<file path="src/rtl/rr_bus_mux.sv">
// ---------------------------------------------------------------------------
// rr_bus_mux
//   N-channel, WIDTH-bit bus multiplexer for several producers sharing one
//   datapath bus. Each cycle one requesting channel is granted, either by
//   round-robin (RR=1) or by fixed lowest-index priority (RR=0). The grant is
//   held for a whole packet, and the chosen beat goes into a single output
//   register with valid/ready handshaking.
//
//   Ports
//     Clk        rising-edge clock
//     Reset      synchronous, active-low reset
//     in_data    N*WIDTH  channel i at [i*WIDTH +: WIDTH]
//     in_valid   N        per-channel beat valid
//     in_last    N        per-channel end-of-packet, qualified by in_valid
//     in_ready   N        per-channel accept (combinational)
//     out_data   WIDTH    registered selected beat
//     out_valid  1        output register holds a beat
//     out_last   1        registered end-of-packet flag
//     out_ready  1        downstream accept
//     grant      N        one-hot selected channel, zero when none is selected
//     locked     1        a multi-beat packet is in progress
// ---------------------------------------------------------------------------

// Per-channel grant/accept cell. The selection is made centrally and each
// lane only decodes whether it is the selected one.
module rr_bus_mux_lane (
   input  logic sel_hit,   // selected index equals this lane's index
   input  logic sel_any,   // a channel is selected this cycle (and not in reset)
   input  logic load,      // output register can take a beat this cycle
   output logic grant,
   output logic ready
);
   assign grant = sel_hit && sel_any;
   assign ready = grant && load;
endmodule

module rr_bus_mux #(
   parameter int WIDTH = 16,
   parameter int N     = 4,
   parameter bit RR    = 1'b1
) (
   input  logic               Clk,
   input  logic               Reset,
   input  logic [N*WIDTH-1:0] in_data,
   input  logic [N-1:0]       in_valid,
   input  logic [N-1:0]       in_last,
   output logic [N-1:0]       in_ready,
   output logic [WIDTH-1:0]   out_data,
   output logic               out_valid,
   output logic               out_last,
   input  logic               out_ready,
   output logic [N-1:0]       grant,
   output logic               locked
);
   localparam int PW = (N > 1) ? $clog2(N) : 1;
   // Pointer resets to the last channel so channel 0 is searched first.
   localparam logic [PW-1:0] PTR_RST = PW'(N - 1);

   logic [N-1:0][WIDTH-1:0] ch_data;

   logic [PW-1:0]    ptr_q, ptr_d;
   logic [PW-1:0]    owner_q, owner_d;
   logic             locked_q, locked_d;
   logic             out_valid_q, out_valid_d;
   logic             out_last_q, out_last_d;
   logic [WIDTH-1:0] out_data_q, out_data_d;

   logic [PW-1:0]    arb_idx;
   logic             arb_hit;
   logic [PW-1:0]    sel_idx;
   logic             sel_any;
   logic             load;
   logic             xfer;

   assign ch_data = in_data;

   // ------------------------------------------------------------------
   // Arbitration among valid channels; only consulted while unlocked.
   // ------------------------------------------------------------------
   always_comb begin
      logic [PW-1:0] cand;
      arb_idx = '0;
      arb_hit = 1'b0;
      cand    = '0;
      if (RR) begin
         // Rotating search starting just above the last packet's owner.
         for (int k = 1; k <= N; k++) begin
            cand = PW'((int'(ptr_q) + k) % N);
            if (!arb_hit && in_valid[cand]) begin
               arb_hit = 1'b1;
               arb_idx = cand;
            end
         end
      end else begin
         for (int i = 0; i < N; i++) begin
            cand = PW'(i);
            if (!arb_hit && in_valid[cand]) begin
               arb_hit = 1'b1;
               arb_idx = cand;
            end
         end
      end
   end

   // While locked the owner keeps the grant even with no valid beat, which
   // yields a bubble rather than letting another channel interleave.
   assign sel_idx = locked_q ? owner_q : arb_idx;
   assign sel_any = Reset && (locked_q || arb_hit);
   assign load    = !out_valid_q || out_ready;
   assign xfer    = sel_any && in_valid[sel_idx] && load;

   for (genvar i = 0; i < N; i++) begin : g_lane
      rr_bus_mux_lane u_lane (
         .sel_hit (sel_idx == PW'(i)),
         .sel_any (sel_any),
         .load    (load),
         .grant   (grant[i]),
         .ready   (in_ready[i])
      );
   end

   // ------------------------------------------------------------------
   // Next-state: output register, packet lock and round-robin pointer.
   // ------------------------------------------------------------------
   always_comb begin
      ptr_d       = ptr_q;
      owner_d     = owner_q;
      locked_d    = locked_q;
      out_valid_d = out_valid_q;
      out_last_d  = out_last_q;
      out_data_d  = out_data_q;
      if (xfer) begin
         out_data_d  = ch_data[sel_idx];
         out_last_d  = in_last[sel_idx];
         out_valid_d = 1'b1;
         if (in_last[sel_idx]) begin
            locked_d = 1'b0;
            // Pointer only moves at packet end so a packet's owner is
            // searched last for the following packet.
            if (RR) begin
               ptr_d = sel_idx;
            end
         end else begin
            locked_d = 1'b1;
            owner_d  = sel_idx;
         end
      end else if (out_valid_q && out_ready) begin
         // Popped with nothing to replace it; data/last keep their value.
         out_valid_d = 1'b0;
      end
   end

   always_ff @(posedge Clk) begin
      if (!Reset) begin
         ptr_q       <= PTR_RST;
         owner_q     <= '0;
         locked_q    <= 1'b0;
         out_valid_q <= 1'b0;
         out_last_q  <= 1'b0;
         out_data_q  <= '0;
      end else begin
         ptr_q       <= ptr_d;
         owner_q     <= owner_d;
         locked_q    <= locked_d;
         out_valid_q <= out_valid_d;
         out_last_q  <= out_last_d;
         out_data_q  <= out_data_d;
      end
   end

   assign out_data  = out_data_q;
   assign out_valid = out_valid_q;
   assign out_last  = out_last_q;
   assign locked    = locked_q;

   // Structural invariants of the grant/accept decode and the stall hold.
   a_grant_onehot: assert property (@(posedge Clk) $onehot0(grant));
   a_ready_in_grant: assert property (@(posedge Clk) (in_ready & ~grant) == '0);
   a_stall_hold: assert property (@(posedge Clk) disable iff (!Reset)
      (out_valid && !out_ready) |=> (out_valid && $stable(out_data) && $stable(out_last)));
endmodule

</file>
<file path="config.mk">
export PLATFORM = sky130hd
export DESIGN_NAME = rr_bus_mux
export DESIGN_NICKNAME = d
export VERILOG_FILES = /design/src/rtl/rr_bus_mux.sv
export SDC_FILE = /design/constraint.sdc
export NUM_CORES = 1
export LEC_CHECK = 0
export BUFFER_PORTS_ARGS = -buffer_cell sky130_fd_sc_hd__buf_2
export CORE_MARGIN = 4
export CORE_UTILIZATION = 48
export DETAILED_ROUTE_END_ITERATION = 10
export GPL_TIMING_DRIVEN = 0
export PLACE_DENSITY = 0.86
export SLEW_MARGIN = 20
export SYNTH_ARGS = -nofsm -noshare
export SYNTH_HDL_FRONTEND = slang
export SYNTH_SLANG_ARGS = --single-unit
</file>
<file path="constraint.sdc">
create_clock -name Clk -period 4.8 [get_ports Clk]
set_input_delay 0.48 -clock Clk [delete_from_list [all_inputs] [get_ports Clk]]
set_output_delay 0.48 -clock Clk [all_outputs]
set_load 0.1 [all_outputs]
</file>
# == Word-level counts from Yosys, hierarchy flattened ==
# Cells that the tools add are included.
# classes
n_addsub,4
n_mul,0
div_mod_pow,0
magnitude_cmp,5
n_eq_ne,3
shift,0
muxes,26
bitwise,1
reduce_logical,25
# op_table
cell,n
$bmux W16 S2,1
$mux W16,1
$logic_and A1 B1 Y1,15
$lt A2 B3 Y1 const B,5
$mux W1,13
$bmux W1 S2,6
$mux W2,5
$add A2 B1 Y2 const B,2
$add A2 B2 Y2 const B,2
$eq A2 B2 Y1 const B,2
$logic_not A1 Y1,4
$reduce_and A2 Y1,2
$eq A2 B1 Y1 const B,1
$logic_not A2 Y1,1
$logic_or A1 B1 Y1,2
$reduce_bool A2 Y1,1
$not A1 Y1,1
# totals
ff_bits,23
latch_bits,0
ramBits,0
rom_bits,0
out_inout_bits,27
word_cells,70
n_memories,0

# == Longest topological paths before layout ==
# Gate-level depths: netlist of run 1.
# logic_depth
depth_word,19
mapped_depth,10

# == Cells and area by module ==
# A second synthesis of run 1 with hierarchy kept.
# hier_totals
cells_unflattened,211
area_unflattened_um2,1930.6
# modules_own_cells
module,instances,cells_each,area_per_inst_um2,seq_area_each_um2
rr_bus_mux,1,203,1880.6,460.4
rr_bus_mux_lane,4,2,12.5,0.0

# == Least setup slack after synthesis of run 1 ==
# No wires, ideal clock.
# synth_path
kind,reg2out
from,"register locked_q, in the netlist locked"
to,output port grant[0]
arrival_time_ps,2598
required_time_ps,4320
path_slack_ps,1722
stages_incl_launch_ff,9
path_cell_list,dfxtp_1 -> o21ba_2 -> o221a_2 -> or2_1 -> clkbuf_1 -> buf_4 -> buf_2 -> nor3_1 -> buf_4
# synth_via
elab_chain_len,3
word_cells_on_any_way,5
# synth_rtl
item,line_no,rtl
from (decl),63,"logic locked_q, locked_d;"
from (signal assigned),164,locked_q <= locked_d;
$mux W2 or $logic_or A1 B1 Y1 (tied branches),"107, 108",
$logic_not A2 Y1 or $logic_and A1 B1 Y1 (tied branches),"114, 108",
$logic_and A1 B1 Y1 *,33,assign grant = sel_hit && sel_any;
to (decl),52,"output logic [N-1:0] grant,"
# Every way passes the cells marked *; elsewhere a longest branch is shown, timed or not.

# == Final worst setup path of run 1 ==
# layout_path
from,register ptr_q[1]
to,output port grant[1]
# layout_via
elab_chain_len,16
word_cells_on_any_way,31
# layout_rtl
item,line_no,rtl
from (decl),61,"logic [PW-1:0] ptr_q, ptr_d;"
from (signal assigned),162,ptr_q <= ptr_d;
$add A2 B1 Y2,88,cand = PW'((int'(ptr_q) + k) % N);
$bmux W1 S2,89,if (!arb_hit && in_valid[cand]) begin
$mux W1 (implied by the code),89,
$mux W1,89,
$logic_not A1 Y1,89,
$logic_and A1 B1 Y1,89,
$mux W1,89,
$logic_not A1 Y1,89,
$logic_and A1 B1 Y1,89,
$mux W1,89,
$logic_not A1 Y1,89,
$logic_and A1 B1 Y1,89,
$mux W2 or $mux W1 (tied branches),89,
$mux W2 or $logic_or A1 B1 Y1 (tied branches),"107, 108",
$eq A2 B1 Y1 or $logic_and A1 B1 Y1 (tied branches),"114, 108",
$logic_and A1 B1 Y1 *,33,
# Every way passes the cells marked *; elsewhere a longest branch is shown, timed or not. The select of a mux whose other input is x is not followed.

==> impl_metrics.ini, run 1 <==
[sta]
fin_tns_setup_ns = 0
slew_headroom_pct = 63.2
setup-violations-final = 0
finalHoldViolCount = 0
worstMarginPinSlew_ns = 0.551
fmax_mhz = 320
grt_setup_unrepaired = no
fin_crit_sh_pct = 65.2
skew_ns = 0.00304
slew_viol_final = 0
layout_setup_ws_ns = 1.67
period_minus_slack_ns = 3.13

[worst_setup_path]
crit_arrival_ns = 2.65
path_cells = o21ai_0, o221a_2, or2_1, clkbuf_1, buf_4, buf_2, nor3_1, buf_4, buf_2
crit_cells = 9
crit_fanout = 10
critPathKind = flop to output pin
reg2regPathDepth = 9
cpPeakStageDelay_ns = 0.46
cp-end-kind = output pin
cp_top_family = buffers and inverters
crit_required_ns = 4.32
slowest_stage = dfxtp_1
cp-start-kind = flop
path_buf_inv = 5

[floorplanning]
die_h_um = 69.3
core-area_mm2 = 0.00363
num_rows = 22
start_util_pct = 49.7
dieArea_mm2 = 0.00480
die_x_um = 69.3
boundaryPins = 102

[route]
wirelength_mm = 4.74
vias = 1765
via_per_inst = 5.15
firstDrtPassIters = 5
antenna_left = 0
wl_per_cell_um = 13.8
drc = 0
first_iter_violations = 57

[cts]
cts_buffer_depth = 2
clk_latency_ns = 0.26
numCtsBuffers = 3
cts_htree_levels = 1
clkSinkCount = 23
cts_tree = done
postCtsSetupBuffers = 0
clockRootBuffer = clkbuf_8
ctsHoldBuffers = 0
clkTransAtPathRegs_ns = 0.08
cts_resized = 0

[final_layout]
register_area_um2 = 460
syn2layout_area_growth_pct = 33.8
multi_input_area_mm2 = 0.00120
fin_cells = 343
drive_above_1_share_pct = 43.4
n_fill_cell = 325
nets = 371
antenna_cells = 0

[synthesis]
yosys_warnings = 0
syn_inst = 190
syn-num-nets = 265
synth_top_area_share_pct = 39.4
avgSynthCellArea_um2 = 9.50
syn_area_mm2 = 0.00180
ys_seq_area_share_pct = 25.5
netlist_top_cells_area = mux2i_1 39%, dfxtp_1 26%, nor2b_1 7.3%
ys_types = 34
ys_ff_latch = 23
synth_top_area_cell = mux2i_1

[hold_path]
min_path_type = flop to flop
worstHoldPathCells = 2

[run_status]
status = finished clean

[place]
pre_cts_slack_ns = 1.74
dp_hpwl_mm = 3.85
gp_congestion = 0.816
place_inst = 339
io_buffers = 101

[global_route]
overflow = 0
grt_pass1_vias = 1818
antenna_found_initial = 0
track_usage_pct = 20.1
grt_start_max_net_pins = 13
grt_pass1_wl_mm = 8.13

[power]
irDropWorstVdd_mv = 0.447
power.leakage_nw = 1.20
cellPowerDensity_mw_per_mm2 = 713

[run]
maxCapViolCount = 0
## stage by stage
stage	hold WS, ns	util, %	instance area (um2)	power [mW]
3_5_place_dp	0.460	65.2	2370	1.61
3_3_place_gp	0.457	65.2	2370	1.59
4_1_cts	0.473	66.5	2410	1.73
2_1_floorplan	0.447	-	1800	1.40
5_1_grt	0.512	66.5	2410	1.82
6_report	0.471	66.5	2410	1.72
## worst min-delay path, delay by kind of cell, from the launching register on
family / cells / cell delay [ns]
AOI/OAI and AO/OA: 1 / 0.05
and+or+nand+nor: 1 / 0.06
DFF: 1 / 0.31
## cells by family after synthesis
family          count (synthesis)  synth area share [%]
compound gates                 23                  10.8
simple gates                   50                  16.4
mux                            71                  39.4
flops                          23                  25.5
buf+inv                        23                  7.90
## cells in the final DEF (no fill, tap or decap), types with 3 or more instances in the layout
| cell | n |
|---|---|
| a21oi_1 | 5 |
| buf_2 | 104 |
| buf_4 | 10 |
| clkbuf_1 | 5 |
| clkbuf_8 | 3 |
| dfxtp_1 | 23 |
| inv_1 | 4 |
| mux2i_1 | 71 |
| nand2_1 | 5 |
| nand2b_1 | 4 |
| nor2_1 | 4 |
| nor2b_1 | 21 |
| nor3_1 | 9 |
| o21ai_0 | 4 |
## layout make-up
| cell class | instances | area share (%) |
|---|---|---|
| flip-flops and latches | 23 | 19.1 |
| inverters | 4 | 0.622 |
| plain buffers | 19 | 5.28 |
| well taps | 48 | 2.49 |
| repair buffers | 101 | 20.9 |
| multi-input cells | 144 | 49.7 |
| clock buffers | 4 | 1.87 |
## path summary, 6_finish.rpt
path	start	end	slack [ns]
min	out_last	out_last	0.47
max	ptr_q[1]	grant[1]	1.67
min reg2reg	out_last	out_last	0.47
max reg2reg	ptr_q[1]	owner_q[1]	2.39
## registers in the layout, indices dropped and copies added, names as in the netlist
register	cells
locked	1
out_data	16
owner_q	2
out_last	1
ptr_q	2
out_valid	1
## metal layers
metal | GRT usage, % | part of all wire (%)
met5 | 0 | 0
met4 | 4.56 | 0.72
met3 | 3.33 | 3.1
met2 | 38.6 | 55
met1 | 23.0 | 41
## power breakdown
part	leakage, nW	total [mW]	switching [mW]	internal, mW
Sequential	0.188	0.307	0.0488	0.258
Clock	0.0228	0.117	0.0579	0.0591
Combinational	0.987	1.30	0.903	0.394
Total	1.20	1.72	1.01	0.711
## Yosys cell counts
cell       number
clkbuf_1        4
o21ai_0         4
nor2b_1        21
a21boi_0        1
nand2_1         5
nor3_1          9
o21a_1          1
a41oi_2         1
and2_1          1
o31ai_1         1
nand3_1         1
buf_2           3
nor2b_4         1
or4_4           1
a2111oi_4       1
buf_4          10
o21ba_2         1
buf_6           2
nand2b_1        4
or2_1           1
dfxtp_1        23
o221a_2         1
nor2_2          1
inv_1           4
a21oi_1         5
a21boi_1        1
a21o_1          2
a41o_1          1
o21ai_1         1
mux2i_1        71
nor2_1          4
a311o_1         1
nand2_4         1
o221ai_2        1
(Power assumes the default switching activity.)
==> run 2: changes to the inputs <==
--- a/config.mk
+++ b/config.mk
@@ -5,12 +5,13 @@
 export SDC_FILE = /design/constraint.sdc
 export NUM_CORES = 1
 export LEC_CHECK = 0
+export ABC_AREA = 1
 export BUFFER_PORTS_ARGS = -buffer_cell sky130_fd_sc_hd__buf_2
 export CORE_MARGIN = 4
-export CORE_UTILIZATION = 48
+export CORE_UTILIZATION = 40
 export DETAILED_ROUTE_END_ITERATION = 10
 export GPL_TIMING_DRIVEN = 0
-export PLACE_DENSITY = 0.86
+export PLACE_DENSITY = 0.76
 export SLEW_MARGIN = 20
 export SYNTH_ARGS = -nofsm -noshare
 export SYNTH_HDL_FRONTEND = slang
==> constraint.sdc (replaced) <==
create_clock -name Clk -period 2.64 [get_ports Clk]
set_input_delay 0.264 -clock Clk [delete_from_list [all_inputs] [get_ports Clk]]
set_output_delay 0.264 -clock Clk [all_outputs]
set_load 0.1 [all_outputs]
==> run 2 against run 1 <==
Net effect: the run now ends with negative setup slack left; worst setup slack lost 1.7 ns; sequential share of layout area shrank 3.0 points; register-to-register slack lost 2.2 ns; clock-buffer cell count is 1 lower; first-iteration DRC count up 63%; synthesized cell count grew 74%; cell count is 48% higher; core utilization down 0.28 points.
==> impl_metrics.ini, run 2 <==
[global_route]
grt_pass1_vias = 2070
grt_start_max_net_pins = 14
track_usage_pct = 20.5
overflow = 0
grt-busiest-layer = met2
use_met2_pct = 37.5
use_met3_pct = 5.80
grt_use_met1_pct = 23.4
grt_pass1_wl_mm = 9.09
antenna_found_initial = 0

[sta]
fin_tns_setup_ns = -0.0425
setup-violations-final = 2
slew_viol_final = 0
fmax_mhz = 376
fin_crit_sh_pct = 101
period_minus_slack_ns = 2.66
worstMarginPinSlew_ns = 0.637
skew_ns = 0.00575
slew_headroom_pct = 57.4
finalHoldViolCount = 0
grt_setup_unrepaired = yes
layout_setup_ws_ns = -0.0228

[synthesis]
yosys_warnings = 0
ys_types = 26
ys.flop_type = dfxtp_1
ys_seq_area_share_pct = 25.2
synth.most_common_cell = nand2_1
synth_top_area_cell = nand2_1
netlist_top_cells_area = nand2_1 32%, dfxtp_1 25%, nor2_1 8.8%
syn-num-nets = 406
synth_top_area_share_pct = 31.8
synthArstFlopShare_pct = 0
synthTopCellsByCount = 155 x nand2_1, 43 x nor2_1, 31 x inv_1
ys_ff_latch = 23
syn_area_mm2 = 0.00183
avgSynthCellArea_um2 = 5.53
syn_inst = 331
synth_edf_count = 0

[final_layout]
antenna_cells = 0
fin_area_mm2 = 0.00290
largest_reg_flops = 16
syn2layout_area_growth_pct = 58.5
nets = 533
fin_cells = 509
drive_above_1_share_pct = 42.9
final_cell_mix = 134 x nand2_1, 96 x buf_2, 43 x nor2_1
layout_commonest_cell = nand2_1

[cts]
clkTransAtPathRegs_ns = 0.08
clkSinkCount = 23
cts_htree_levels = 1
cts_buffer_depth = 2
numCtsBuffers = 3
cts_tree = done
clk_latency_ns = 0.27
clockRootBuffer = clkbuf_8
ctsHoldBuffers = 0

[floorplanning]
die_x_um = 75.7
start_util_pct = 41.8
boundaryPins = 102
core-area_mm2 = 0.00438
dieArea_mm2 = 0.00572
num_rows = 24
die_h_um = 75.7

[route]
vias = 2432
antenna_left = 0
drc = 0
via_per_inst = 4.78
firstDrtPassIters = 4
first_iter_violations = 93
wirelength_mm = 6.35
wl_per_cell_um = 12.5

[place]
pre_cts_slack_ns = -0.342
place_area_mm2 = 0.00240
io_buffers = 101
gp_congestion = 0.828
place_inst = 484
dp_hpwl_mm = 4.55

[worst_setup_path]
crit_required_ns = 2.38
crit_arrival_ns = 2.40
cp-start-kind = flop
cp-end-kind = output pin
critPathKind = flop to output pin
crit_fanout = 8

[run_status]
violations = negative setup slack
status = finished, violations left

[run]
maxCapViolCount = 0

[hold_path]
min_path_type = primary input to flop
==> run 2: cell types whose count changed in the layout (fill, tap and decap cells not counted), moves of 7 or more <==
cell / previous run / this run
mux2i_1: 71 / 0
nand2_4: 1 / 10
buf_12: 0 / 7
inv_1: 4 / 28
buf_4: 10 / 27
nor3_1: 9 / 1
nand3_1: 1 / 12
nand2_1: 5 / 134
nor2_1: 4 / 43
nand2_2: 0 / 19
buf_2: 104 / 96
nand4_1: 0 / 17
nor2b_1: 21 / 0
==> run 2: final timing paths <==
path | start | endpoint | slack (ns) | depth (start not counted)
worst max register to register | ptr_q[0] | out_data[3] | 0.23 | 20
worst min register to register | owner_q[0] | owner_q[0] | 0.49 | 2
worst min-delay path | Reset | locked | 0.27 | 3
worst max-delay path | ptr_q[0] | in_ready[3] | -0.02 | 18
==> run 2: logic make-up (layout without fill, tap and decap cells) <==
logic type | count (synthesis) | count (layout) | share of synthesized area, %
AND/OR/NAND/NOR | 248 | 248 | 58.4
buffers and inverters | 54 | 180 | 14.6
flip-flops | 23 | 23 | 25.2
AO/OA/AOI/OAI | 6 | 6 | 1.84
==> run 2: metal layers <==
layer	share of wire, %	vias up
li1	-	1261
met1	37	1071
met2	53	90
met3	8.7	10
met4	1.4	0
met5	0	-
==> run 2: timing repair <==
action                                 4_1_cts  5_1_grt
gates cloned                                 1        0
buffers inserted                            12        9
endpoints found under the hold margin        0        0
setup endpoints to repair                    8        8
pin swaps                                   11       20
gates resized for setup                     40       46
==> run 2: critical path: stages (launching register included) <==
cell and delay [ns]:
dfxtp_2 0.34, buf_6 0.14, clkinv_8 0.08, nand2_2 0.08
nand2_2 0.07, nand2_2 0.09, nand2_4 0.08, inv_2 0.07
nand2_2 0.06, nor2_1 0.08, nand2_1 0.07, nand2_2 0.09
nand2_4 0.10, buf_12 0.15, nor2_4 0.16, inv_2 0.06
nor3_2 0.11, buf_4 0.14, buf_12 0.16
==> run 2: final cells by class <==
type | instances | area, um2
fill | 389 | 1480
multi-input combinational | 254 | 1250
inverter | 35 | 156
clock inverter | 1 | 5.00
clock buffer | 3 | 41.3
tap | 52 | 65.1
timing repair buffer | 123 | 779
sequential | 23 | 467
buffer | 18 | 141
==> run 2: stage by stage <==
step,hold slack [ns],util (%)
finish,0.274,66.2
global route,0.267,66.2
CTS,0.255,61.3
detailed placement,0.470,54.8
global placement,0.467,54.8
floorplan,0.382,-
Power of run 2 is left out: the tool's default activity adds up to more than one toggle a clock period on the data nets, which glitch-free logic cannot reach.
